--- config.mk ---
export PLATFORM = sky130hd
export DESIGN_NAME = nv_nvdla_rt_csb_pipe
export DESIGN_NICKNAME = d
export VERILOG_FILES = /design/src/rtl/nv_nvdla_rt_csb_pipe.sv
export SDC_FILE = /design/constraint.sdc
export NUM_CORES = 1
export LEC_CHECK = 0
export ABC_CLOCK_PERIOD_IN_PS = 13550
export CAP_MARGIN = 40
export CORE_AREA = 10 10 241 243
export DETAILED_ROUTE_END_ITERATION = 8
export DIE_AREA = 0 0 251 253
export SYNTH_ARGS = -nofsm -noshare
export SYNTH_HDL_FRONTEND = slang
export SYNTH_SLANG_ARGS = --single-unit
export TNS_END_PERCENT = 10
--- constraint.sdc ---
create_clock -name nvdla_core_clk -period 13.55 [get_ports nvdla_core_clk]
set_input_delay 2.71 -clock nvdla_core_clk [delete_from_list [all_inputs] [get_ports nvdla_core_clk]]
set_output_delay 2.71 -clock nvdla_core_clk [all_outputs]
set_load 0.1 [all_outputs]
--- src/rtl/nv_nvdla_rt_csb_pipe.sv ---
`default_nettype none
// ============================================================================
// Module   : nv_nvdla_rt_csb_pipe
// Purpose  : CSB retiming pipe between the CSB master and a unit's CSB slave.
//            The request path is a chain of skid-buffered stages that honours
//            downstream backpressure. The response path is a valid-only delay
//            line. Response-expecting requests are counted so the block can
//            report idle and flag protocol violations.
// Ports    :
//   nvdla_core_clk   core clock
//   nvdla_core_rstn  synchronous active-low reset
//   req_src_*        upstream request handshake and payload
//   req_dst_*        downstream request handshake and payload
//   resp_src_*       response from the slave (no backpressure)
//   resp_dst_*       delayed response towards the master
//   outs_cnt         outstanding response-expecting requests
//   idle             nothing in flight and outs_cnt == 0
//   err              sticky counter over/underflow flag
// Revision : 1.0  initial release
// ============================================================================
module nv_nvdla_rt_csb_pipe #(
  parameter int REQ_W       = 63,
  parameter int RESP_W      = 34,
  parameter int REQ_STAGES  = 3,
  parameter int RESP_STAGES = 3,
  parameter int WR_BIT      = 54,
  parameter int NP_BIT      = 55,
  parameter int CNT_W       = 4
) (
  input  logic              nvdla_core_clk,
  input  logic              nvdla_core_rstn,
  input  logic              req_src_pvld,
  output logic              req_src_prdy,
  input  logic [REQ_W-1:0]  req_src_pd,
  output logic              req_dst_pvld,
  input  logic              req_dst_prdy,
  output logic [REQ_W-1:0]  req_dst_pd,
  input  logic              resp_src_valid,
  input  logic [RESP_W-1:0] resp_src_pd,
  output logic              resp_dst_valid,
  output logic [RESP_W-1:0] resp_dst_pd,
  output logic [CNT_W-1:0]  outs_cnt,
  output logic              idle,
  output logic              err
);

  localparam logic [CNT_W-1:0] c_cnt_max = {CNT_W{1'b1}};

  // --------------------------------------------------------------------------
  // Request path. Index i of the chain vectors is the input side of stage i;
  // index REQ_STAGES is the downstream port, so zero stages collapses to a
  // plain combinational passthrough.
  // --------------------------------------------------------------------------
  logic [REQ_STAGES:0] w_req_vld;
  logic [REQ_STAGES:0] w_req_rdy;
  logic [REQ_W-1:0]    w_req_pd [REQ_STAGES+1];
  logic [REQ_STAGES:0] w_req_busy;

  assign w_req_vld[0]          = req_src_pvld;
  assign w_req_pd[0]           = req_src_pd;
  assign req_src_prdy          = w_req_rdy[0];
  assign req_dst_pvld          = w_req_vld[REQ_STAGES];
  assign req_dst_pd            = w_req_pd[REQ_STAGES];
  assign w_req_rdy[REQ_STAGES] = req_dst_prdy;
  assign w_req_busy[REQ_STAGES] = 1'b0;

  for (genvar i = 0; i < REQ_STAGES; i++) begin : g_req_stage
    logic             r_main_vld;
    logic             r_skid_vld;
    logic [REQ_W-1:0] r_main_pd;
    logic [REQ_W-1:0] r_skid_pd;
    logic             w_acc;
    logic             w_take;

    // Ready comes straight from the skid flop, which breaks the ready path
    // between stages.
    assign w_acc  = w_req_vld[i] & ~r_skid_vld;
    assign w_take = r_main_vld & w_req_rdy[i+1];

    always_ff @(posedge nvdla_core_clk) begin
      if (!nvdla_core_rstn) begin
        r_main_vld <= 1'b0;
        r_skid_vld <= 1'b0;
      end else if (w_take) begin
        if (r_skid_vld) begin
          // Skid refills main; no accept is possible while skid is full.
          r_main_vld <= 1'b1;
          r_skid_vld <= 1'b0;
        end else begin
          r_main_vld <= w_acc;
        end
      end else if (w_acc) begin
        if (r_main_vld) begin
          r_skid_vld <= 1'b1;
        end else begin
          r_main_vld <= 1'b1;
        end
      end
    end

    always_ff @(posedge nvdla_core_clk) begin
      if (w_take) begin
        if (r_skid_vld) begin
          r_main_pd <= r_skid_pd;
        end else if (w_acc) begin
          r_main_pd <= w_req_pd[i];
        end
      end else if (w_acc) begin
        if (r_main_vld) begin
          r_skid_pd <= w_req_pd[i];
        end else begin
          r_main_pd <= w_req_pd[i];
        end
      end
    end

    assign w_req_rdy[i]   = ~r_skid_vld;
    assign w_req_vld[i+1] = r_main_vld;
    assign w_req_pd[i+1]  = r_main_pd;
    assign w_req_busy[i]  = r_main_vld | r_skid_vld;
  end

  // --------------------------------------------------------------------------
  // Response path: valid-only delay line, payload captured only alongside a
  // valid so idle cycles do not toggle the wide data flops.
  // --------------------------------------------------------------------------
  logic [RESP_STAGES:0] w_resp_vld;
  logic [RESP_W-1:0]    w_resp_pd [RESP_STAGES+1];
  logic [RESP_STAGES:0] w_resp_busy;

  assign w_resp_vld[0]            = resp_src_valid;
  assign w_resp_pd[0]             = resp_src_pd;
  assign resp_dst_valid           = w_resp_vld[RESP_STAGES];
  assign resp_dst_pd              = w_resp_pd[RESP_STAGES];
  assign w_resp_busy[RESP_STAGES] = 1'b0;

  for (genvar j = 0; j < RESP_STAGES; j++) begin : g_resp_stage
    logic              r_vld;
    logic [RESP_W-1:0] r_pd;

    always_ff @(posedge nvdla_core_clk) begin
      if (!nvdla_core_rstn) begin
        r_vld <= 1'b0;
      end else begin
        r_vld <= w_resp_vld[j];
      end
    end

    always_ff @(posedge nvdla_core_clk) begin
      if (w_resp_vld[j]) begin
        r_pd <= w_resp_pd[j];
      end
    end

    assign w_resp_vld[j+1] = r_vld;
    assign w_resp_pd[j+1]  = r_pd;
    assign w_resp_busy[j]  = r_vld;
  end

  // --------------------------------------------------------------------------
  // Outstanding counter: reads and non-posted writes expect a response.
  // --------------------------------------------------------------------------
  logic             w_inc;
  logic             w_dec;
  logic [CNT_W-1:0] r_outs_cnt;
  logic             r_err;

  assign w_inc = req_dst_pvld & req_dst_prdy &
                 (~req_dst_pd[WR_BIT] | req_dst_pd[NP_BIT]);
  assign w_dec = resp_dst_valid;

  always_ff @(posedge nvdla_core_clk) begin
    if (!nvdla_core_rstn) begin
      r_outs_cnt <= '0;
      r_err      <= 1'b0;
    end else if (w_inc && !w_dec) begin
      if (r_outs_cnt == c_cnt_max) begin
        r_err <= 1'b1;
      end else begin
        r_outs_cnt <= r_outs_cnt + CNT_W'(1);
      end
    end else if (w_dec && !w_inc) begin
      if (r_outs_cnt == '0) begin
        r_err <= 1'b1;
      end else begin
        r_outs_cnt <= r_outs_cnt - CNT_W'(1);
      end
    end
  end

  assign outs_cnt = r_outs_cnt;
  assign err      = r_err;
  assign idle     = ~(|w_req_busy) & ~(|w_resp_busy) & (r_outs_cnt == '0);

endmodule
`default_nettype wire

==> results.sh, run 1 <==
export IMPL_rsz0062_at_grt="false"
export IMPL_yosys_cell_types_count=31
export IMPL_crit_path_max_fanout=6
export IMPL_whs_ns=0.416
export IMPL_outcome="complete, no violations"
export IMPL_ys_warn_count=0
export IMPL_dieArea_um2=63500
export IMPL_grt_antenna_before_repair=2
export IMPL_min_period_over_period=0.389
export IMPL_ir_drop_mv=0.0883
export IMPL_die_w_um=251
export IMPL_grt_pass1_wl_um=55500
export IMPL_hold_buffers=0
export IMPL_clkTransAtPathRegs_ns=0.06
export IMPL_slew_violations=0
export IMPL_hpwl_um=23600
export IMPL_wl_per_cell_um=19.2
export IMPL_grt_max_degree=39
export IMPL_cts_buffers=52
export IMPL_syn2layout_area_growth_pct=39.8
export IMPL_hold_path_class="flop to flop"
export IMPL_ys_seq_elements=494
export IMPL_grt_usage=0.113
export IMPL_setup_violations=0
export IMPL_routed_wl_um=36200
export IMPL_drc=0
export IMPL_dr_first_iter_drc_count=518
export IMPL_viasPerCell=4.40
export IMPL_rows=85
export IMPL_avgSynthCellArea_um2=22.3
export IMPL_layout_commonest_cell="edfxtp_1"
export IMPL_clock_sinks=494
export IMPL_start_util=0.327
export IMPL_tritoncts="built"
export IMPL_via_count=8287
export IMPL_grt_ovfl_total=0
export IMPL_startpoint_type="flop"
export IMPL_ioPinCount=208
export IMPL_place_gp_congestion=0.709
export IMPL_diodes=0
export IMPL_p_int_w=0.00267
export IMPL_synth_area_um2=17400
export IMPL_p_comb_frac=0.066
export IMPL_switching_share=0.217
export IMPL_layout_common_cells="480 x edfxtp_1, 207 x clkdlybuf4s50_1, 189 x mux2_2"
export IMPL_pwr_share_clk=0.417
export IMPL_relSlewSlack=0.628
export IMPL_fillerInstances=4351
export IMPL_hold_viol_final=0
export IMPL_post_cts_setup_buffer_count=0
export IMPL_synth_area_leader_cell="edfxtp_1"
export IMPL_fmax_mhz=189
export IMPL_worst_pin_slew_ns=0.557
export IMPL_endpoint_kind="primary output"
export IMPL_crit_required_ns=10.84
export IMPL_skew_ns=0.0279
export IMPL_fin_tns_setup_ns=0
export IMPL_antenna_left=0
export IMPL_nets=1252
export IMPL_power_leakage_nw=8.35
export IMPL_first_pass_iters=7
export IMPL_cts_root_buf="clkbuf_16"
export IMPL_portBuffers=207
export IMPL_finalCriticalPeriod_ns=5.28
export IMPL_cts_htree_levels=2
export IMPL_critPathKind="flop to primary output"
export IMPL_synth_net_count=888
export IMPL_first_global_vias=8902
export IMPL_synth_top_area_frac=0.826
export IMPL_maxCapViolCount=0
export IMPL_syn_inst=782
export IMPL_die_h_um=253
export IMPL_crit_arrival_ns=2.57
export IMPL_clk_path_buf_depth=3
export IMPL_p_switching_w=0.000740
export IMPL_drive_gt1_frac=0.342
export IMPL_clk_latency_ns=0.59
export IMPL_p_seq_frac=0.517
export IMPL_cts_resized=0
export IMPL_power_density_nw_per_um2=140
export IMPL_synth_area_top_cells="edfxtp_1 83%, mux2_2 12%, dfxtp_1 1.6%, buf_2 0.43%, buf_6 0.39%"
export IMPL_core_region_area_um2=53300
export IMPL_ys_seq_area_frac=0.842
## stage by stage
step	cell area [um^2]	worst slack [ns]	instances	total power (W)	util
after floorplan	17400	5.55	782	0.00190	-
after global placement	20400	8.48	1674	0.00198	0.383
after detailed placement	22700	8.47	1788	0.00203	0.426
after CTS	24400	8.22	1884	0.00346	0.458
after global routing	24400	8.14	1884	0.00353	0.458
final	24400	8.27	1884	0.00341	0.458
## cell type report
| class | instances | area [um^2] | area share |
|---|---|---|---|
| multi-input combinational | 258 | 2650 | 0.109 |
| timing repair buffer | 333 | 4450 | 0.182 |
| tap | 696 | 871 | 0.0357 |
| inverter | 7 | 26.3 | 0.00108 |
| clock inverter | 36 | 375 | 0.0154 |
| clock buffer | 60 | 1330 | 0.0546 |
| sequential | 494 | 14700 | 0.602 |
## cell families (layout without fill, tap and decap cells)
logic type               Yosys count  count (layout)  synth area share
AND/OR/NAND/NOR                   40              40            0.0118
flip-flops                       494             494             0.842
buffers and inverters             30             436            0.0101
XOR/XNOR                           2               2           0.00100
AO/OA/AOI/OAI                     20              20           0.00789
adder cells (fa/ha/maj)            4               4           0.00330
multiplexers                     192             192             0.124
## sequential cells by signal, indices dropped and copies added, names as in the netlist
register                cells
err                         1
g_req_stage.r_main_pd     126
g_req_stage.r_main_vld      2
g_req_stage.r_skid_pd     189
g_req_stage.r_skid_vld      3
g_resp_stage.r_pd          68
g_resp_stage.r_vld          2
outs_cnt                    4
req_dst_pd                 63
req_dst_pvld                1
resp_dst_pd                34
resp_dst_valid              1
## routing by layer
layer | GRT usage | part of all wire | vias up
met2 | 0.180 | 0.48 | 211
met5 | 0 | 0.00028 | -
met1 | 0.145 | 0.44 | 4165
li1 | - | - | 3842
met4 | 0.0432 | 0.027 | 2
met3 | 0.0286 | 0.054 | 67
## path summary, 6_finish.rpt
kind / from / endpoint / slack [ns] / cells after the start
setup / recovery: outs_cnt[0] / idle / 8.27 / 4
hold / removal: g_resp_stage[0].r_pd[14] / g_resp_stage[1].r_pd[14] / 0.42 / 0
setup reg to reg: req_dst_pvld / outs_cnt[3] / 11.17 / 9
hold reg to reg: g_resp_stage[0].r_pd[14] / g_resp_stage[1].r_pd[14] / 0.42 / 0
## cells in the mapped netlist
cell type  instances
nand3b_1           1
dfxtp_1           14
or3_1              1
and2_1             4
o221ai_4           1
buf_6              6
nor2b_1            5
nand2_1           12
or4_4              1
xor2_1             1
mux2_2           189
buf_2             15
fa_1               1
clkbuf_1           2
nand3_1            3
nor2_1             6
nor4_1             1
xnor2_1            1
and3_1             1
o21ba_1            1
or2_1              1
o21ai_0            4
mux2i_1            3
nor3_1             1
ha_1               3
edfxtp_1         480
o22ai_1            1
a21oi_1            9
inv_1              7
a21boi_0           4
nand2b_1           3
## power groups by stage
| stage | sequential [W] | combinational (W) | clock, W |
|---|---|---|---|
| after floorplan | 0.00185 | 0.0000522 | 0 |
| after global placement | 0.00179 | 0.000185 | 0 |
| after detailed placement | 0.00180 | 0.000228 | 0 |
| after CTS | 0.00176 | 0.000230 | 0.00147 |
| after global routing | 0.00177 | 0.000238 | 0.00153 |
| final | 0.00176 | 0.000225 | 0.00142 |
## worst max-delay path, stage by stage, from the launching register on
cell             delay (ns)
dfxtp_1                0.38
or4_4                  0.57
nor3_1                 0.22
clkdlybuf4s50_1        0.61
buf_16                 0.19
Power figures use the tool's default switching activity.
==> inputs of run 2 (changes only) <==
--- a/config.mk
+++ b/config.mk
@@ -5,7 +5,7 @@
 export SDC_FILE = /design/constraint.sdc
 export NUM_CORES = 1
 export LEC_CHECK = 0
-export ABC_CLOCK_PERIOD_IN_PS = 13550
+export ABC_CLOCK_PERIOD_IN_PS = 5090
 export CAP_MARGIN = 40
 export CORE_AREA = 10 10 241 243
 export DETAILED_ROUTE_END_ITERATION = 8
==> constraint.sdc (replaced) <==
create_clock -name nvdla_core_clk -period 5.09 [get_ports nvdla_core_clk]
set_input_delay 1.018 -clock nvdla_core_clk [delete_from_list [all_inputs] [get_ports nvdla_core_clk]]
set_output_delay 1.018 -clock nvdla_core_clk [all_outputs]
set_load 0.1 [all_outputs]
==> run 2 against run 1 <==
Total power grew to 2.6 times the previous value. Combinational power grew to 2.6 times the previous value. Die area stayed put. Largest cell class unchanged. Largest power group unchanged.
==> results.sh, run 2 (same netlist as run 1, synthesis figures left out) <==
export IMPL_dieArea_um2=63500
export IMPL_slew_violations=0
export IMPL_grt_ovfl_total=0
export IMPL_via_count=8140
export IMPL_cts_buffers=52
export IMPL_hold_buffers=0
export IMPL_nets=1248
export IMPL_hold_start="g_resp_stage[0].r_pd[24]"
export IMPL_die_h_um=253
export IMPL_ir_drop_mv=0.244
export IMPL_cts_root_buf="clkbuf_16"
export IMPL_power_density_nw_per_um2=368
export IMPL_critPathKind="flop to primary output"
export IMPL_clk_latency_ns=0.60
export IMPL_fmax_mhz=310
export IMPL_grt_usage=0.110
export IMPL_reg_top3="g_req_stage.r_skid_pd (189), g_req_stage.r_main_pd (126), g_resp_stage.r_pd (68)"
export IMPL_tritoncts="built"
export IMPL_relSlewSlack=0.414
export IMPL_hold_depth=0
export IMPL_hold_viol_final=0
export IMPL_clkTransAtPathRegs_ns=0.06
export IMPL_portBuffers=207
export IMPL_layout_common_cells="480 x edfxtp_1, 206 x clkdlybuf4s50_1, 189 x mux2_2"
export IMPL_drc=0
export IMPL_hpwl_um=23800
export IMPL_die_w_um=251
export IMPL_grt_pass1_wl_um=54500
export IMPL_rr_worst_depth=3
export IMPL_post_cts_setup_buffer_count=0
export IMPL_layout_commonest_cell="edfxtp_1"
export IMPL_largest_reg_flops=189
export IMPL_worst_pin_slew_ns=0.877
export IMPL_startpoint_type="flop"
export IMPL_power_leakage_nw=8.28
export IMPL_largest_register="g_req_stage.r_skid_pd"
export IMPL_finalCriticalPeriod_ns=3.23
export IMPL_rows=85
export IMPL_cp_startpoint="outs_cnt[0]"
export IMPL_endpoint_kind="primary output"
export IMPL_rsz0062_at_grt="false"
export IMPL_cts_resized=0
export IMPL_core_region_area_um2=53300
export IMPL_crit_arrival_ns=2.21
export IMPL_clock_sinks=494
export IMPL_fin_tns_setup_ns=0
export IMPL_start_util=0.327
export IMPL_first_global_vias=8811
export IMPL_whs_ns=0.417
export IMPL_grt_antenna_before_repair=1
export IMPL_routed_wl_um=35100
export IMPL_setup_violations=0
export IMPL_ioPinCount=208
export IMPL_syn2layout_area_growth_pct=39.0
export IMPL_crit_path_max_fanout=6
export IMPL_viasPerCell=4.34
export IMPL_skew_ns=0.0240
export IMPL_antenna_left=0
export IMPL_dr_first_iter_drc_count=433
export IMPL_maxCapViolCount=0
export IMPL_cts_htree_levels=2
export IMPL_reg2reg_from="req_dst_pvld"
export IMPL_outcome="complete, no violations"
export IMPL_clk_path_buf_depth=3
export IMPL_crit_required_ns=4.07
export IMPL_diodes=0
export IMPL_hold_path_class="flop to flop"
export IMPL_min_period_over_period=0.634
export IMPL_drive_gt1_frac=0.335
export IMPL_first_pass_iters=5
export IMPL_place_gp_congestion=0.754
export IMPL_grt_max_degree=41
export IMPL_wl_per_cell_um=18.7
run 2: cell count changes in the layout (fill, tap and decap cells not counted), sizes merged:
cell,before,now
clkdlybuf4s50,207,206
clkinvlp,2,3
buf,126,123
clkinv,25,23
bufinv,6,4
clkbuf,60,61
inv,10,9
run 2: per-stage QoR:
step / total power (W) / instance area, um^2 / utilization / instances / setup WS (ns)
CTS: 0.00907 / 24300 / 0.455 / 1877 / 1.75
global placement: 0.00527 / 20400 / 0.384 / 1675 / 1.80
global route: 0.00927 / 24300 / 0.455 / 1877 / 1.73
floorplan: 0.00507 / 17400 / - / 782 / 0.331
detailed placement: 0.00537 / 22600 / 0.424 / 1784 / 1.73
finish: 0.00892 / 24300 / 0.455 / 1877 / 1.86
run 2: path summary, 6_finish.rpt:
path | slack (ns) | endpoint
worst max-delay path | 1.86 | idle
worst min-delay path | 0.42 | g_resp_stage[1].r_pd[24]
worst max register to register | 2.81 | g_req_stage[2].r_skid_pd[15]
worst min register to register | 0.42 | g_resp_stage[1].r_pd[24]
run 2: layout make-up:
class	count	area (um^2)
clock inverters	32	310
repair buffers	329	4370
fillers	4361	29000
well taps	696	871
inverters	7	26.3
flip-flops and latches	494	14700
multi-input cells	258	2650
clock buffers	61	1340
run 2: power by group:
group	switching [W]	internal [W]	total, W
sequential	0.0000567	0.00464	0.00470
clock	0.00155	0.00209	0.00364
combinational	0.000319	0.000260	0.000579
run 2: worst max-delay path, cell delays in order (launching register included):
cell     delay (ns)
dfxtp_1        0.39
or4_4          0.58
nor3_1         0.28
buf_4          0.35
run 2: layer usage:
| layer | track usage | vias up | share of wire |
|---|---|---|---|
| met5 | 0 | - | 0 |
| met4 | 0.0356 | 0 | 0.022 |
| met3 | 0.0281 | 55 | 0.055 |
| met2 | 0.186 | 194 | 0.50 |
| met1 | 0.137 | 4081 | 0.42 |
| li1 | - | 3810 | - |
==> inputs of run 3 (changes only) <==
--- a/config.mk
+++ b/config.mk
@@ -5,7 +5,7 @@
 export SDC_FILE = /design/constraint.sdc
 export NUM_CORES = 1
 export LEC_CHECK = 0
-export ABC_CLOCK_PERIOD_IN_PS = 5090
+export ABC_CLOCK_PERIOD_IN_PS = 2890
 export CAP_MARGIN = 40
 export CORE_AREA = 10 10 241 243
 export DETAILED_ROUTE_END_ITERATION = 8
==> constraint.sdc (replaced) <==
create_clock -name nvdla_core_clk -period 2.89 [get_ports nvdla_core_clk]
set_input_delay 0.578 -clock nvdla_core_clk [delete_from_list [all_inputs] [get_ports nvdla_core_clk]]
set_output_delay 0.578 -clock nvdla_core_clk [all_outputs]
set_load 0.1 [all_outputs]
==> run 3 against run 2 <==
Sequential share of layout area grew 6.0 points. Routed wire length shrank 3.3%. Non-clock buffer count shrank 103. Utilization shrank 4.1 points. Clock-buffer cell count shrank 2. Clock power grew 88%. Hold slack lost 0.018 ns. Total power grew 79%. Largest cell class unchanged. Largest power group unchanged.
==> results.sh, run 3 (same netlist as run 1, synthesis figures left out) <==
export IMPL_reg_top3="g_req_stage.r_skid_pd (189), g_req_stage.r_main_pd (126), g_resp_stage.r_pd (68)"
export IMPL_tritoncts="built"
export IMPL_first_global_vias=8280
export IMPL_wl_met2_um=16000
export IMPL_cts_buffers=50
export IMPL_antenna_left=0
export IMPL_via_count=7787
export IMPL_endpoint="idle"
export IMPL_viasPerCell=4.40
export IMPL_slowest_stage="or4_4"
export IMPL_power_density_nw_per_um2=725
export IMPL_cp_startpoint="outs_cnt[0]"
export IMPL_grt_pass1_wl_um=52000
export IMPL_min_period_over_period=0.938
export IMPL_hold_path_class="flop to flop"
export IMPL_clk_path_buf_depth=3
export IMPL_fin_tns_setup_ns=0
export IMPL_grt_antenna_before_repair=0
export IMPL_relSlewSlack=0.633
export IMPL_crit_arrival_ns=2.13
export IMPL_cts_root_buf="clkbuf_16"
export IMPL_first_pass_iters=4
export IMPL_place_gp_congestion=0.730
export IMPL_syn2layout_area_growth_pct=26.4
export IMPL_rsz0062_at_grt="false"
export IMPL_setup_violations=0
export IMPL_slew_violations=0
export IMPL_clock_sinks=494
export IMPL_hpwl_um=21400
export IMPL_dpl_instance_area_um2=20300
export IMPL_critPathKind="flop to primary output"
export IMPL_power_w=0.0160
export IMPL_wl_met3_um=2090
export IMPL_layout_commonest_cell="edfxtp_1"
export IMPL_ioPinCount=208
export IMPL_largest_register="g_req_stage.r_skid_pd"
export IMPL_clkTransAtPathRegs_ns=0.06
export IMPL_rows=85
export IMPL_maxCapViolCount=0
export IMPL_grt_max_degree=64
export IMPL_fillerInstances=4663
export IMPL_start_util=0.327
export IMPL_core_region_area_um2=53300
export IMPL_reg2reg_from="g_req_stage[1].r_skid_vld"
export IMPL_outcome="complete, no violations"
export IMPL_die_w_um=251
export IMPL_wl_met1_um=15000
export IMPL_design_area_um2=22100
export IMPL_clk_latency_ns=0.58
export IMPL_routed_wl_um=34000
export IMPL_crit_required_ns=2.31
export IMPL_post_cts_setup_buffer_count=0
export IMPL_portBuffers=207
export IMPL_ir_drop_mv=0.420
export IMPL_hold_viol_final=0
export IMPL_die_h_um=253
export IMPL_grt_ovfl_total=0
export IMPL_rr_worst_depth=4
export IMPL_max_stage_delay_ns=0.58
export IMPL_wl_per_cell_um=19.2
export IMPL_top_layer_used="met4"
export IMPL_cts_resized=0
export IMPL_startpoint_type="flop"
export IMPL_endpoint_kind="primary output"
export IMPL_cts_htree_levels=2
export IMPL_r2r_end="g_req_stage[0].r_main_pd[54]"
export IMPL_crit_path_max_fanout=6
export IMPL_worst_pin_slew_ns=0.549
export IMPL_nets=1143
export IMPL_finalCriticalPeriod_ns=2.71
export IMPL_drive_gt1_frac=0.372
export IMPL_crit_chain="or4_4 > nor3_1 > buf_12"
export IMPL_grt_usage=0.106
export IMPL_dieArea_um2=63500
export IMPL_fmax_mhz=369
export IMPL_power_leakage_nw=7.46
export IMPL_hold_buffers=0
export IMPL_dr_first_iter_drc_count=449
export IMPL_skew_ns=0.0213
export IMPL_drc=0
export IMPL_layout_common_cells="480 x edfxtp_1, 189 x mux2_2, 115 x buf_4"
export IMPL_diodes=0
export IMPL_largest_reg_flops=189
export IMPL_r2r_slack_ns=0.65
-- run 3: worst max-delay path: cells and delay by family, from the launching register on --
family | cells | cell delay, ns
buffers and inverters | 1 | 0.23
flip-flops | 1 | 0.39
AND/OR/NAND/NOR | 2 | 0.93
-- run 3: how the worst min path moves through the flow --
stage | start | end | slack [ns] | cells past startpoint
floorplan | g_resp_stage[0].r_pd[0] | g_resp_stage[1].r_pd[0] | 0.40 | 0
global placement | g_resp_stage[1].r_pd[2] | resp_dst_pd[2] | 0.40 | 0
detailed placement | g_resp_stage[0].r_pd[0] | g_resp_stage[1].r_pd[0] | 0.40 | 0
CTS | g_resp_stage[0].r_pd[31] | g_resp_stage[1].r_pd[31] | 0.40 | 0
global route | g_resp_stage[0].r_pd[31] | g_resp_stage[1].r_pd[31] | 0.41 | 0
finish | g_resp_stage[0].r_pd[31] | g_resp_stage[1].r_pd[31] | 0.40 | 0
-- run 3: cell type report --
class / instances / area [um^2] / share of cell area
clock buffers: 59 / 1310 / 0.0592
clock inverters: 30 / 440 / 0.0200
inverters: 7 / 26.3 / 0.00119
multi-input cells: 258 / 2650 / 0.120
flip-flops and latches: 494 / 14700 / 0.666
well taps: 696 / 871 / 0.0395
repair buffers: 226 / 2070 / 0.0940
-- run 3: metrics by stage --
| step | std cells | worst slack, ns | hold WS [ns] | utilization |
|---|---|---|---|---|
| finish | 1770 | 0.178 | 0.399 | 0.414 |
| global route | 1770 | 0.0511 | 0.408 | 0.414 |
| CTS | 1770 | 0.116 | 0.396 | 0.414 |
| detailed placement | 1681 | 0.262 | 0.405 | 0.381 |
| global placement | 1681 | 0.293 | 0.401 | 0.381 |
| floorplan | 782 | -1.17 | 0.400 | - |
-- run 3: power by group --
part | switching (W) | leakage [nW] | internal, W
registers | 0.000100 | 4.56 | 0.00817
logic | 0.000537 | 2.06 | 0.000325
clock network | 0.00264 | 0.842 | 0.00421
total | 0.00328 | 7.46 | 0.0127
-- run 3: metal layers --
metal / vias to the layer above / GRT usage
met2: 203 / 0.168
met5: - / 0
met1: 3902 / 0.137
met3: 65 / 0.0280
li1: 3617 / -
met4: 0 / 0.0408
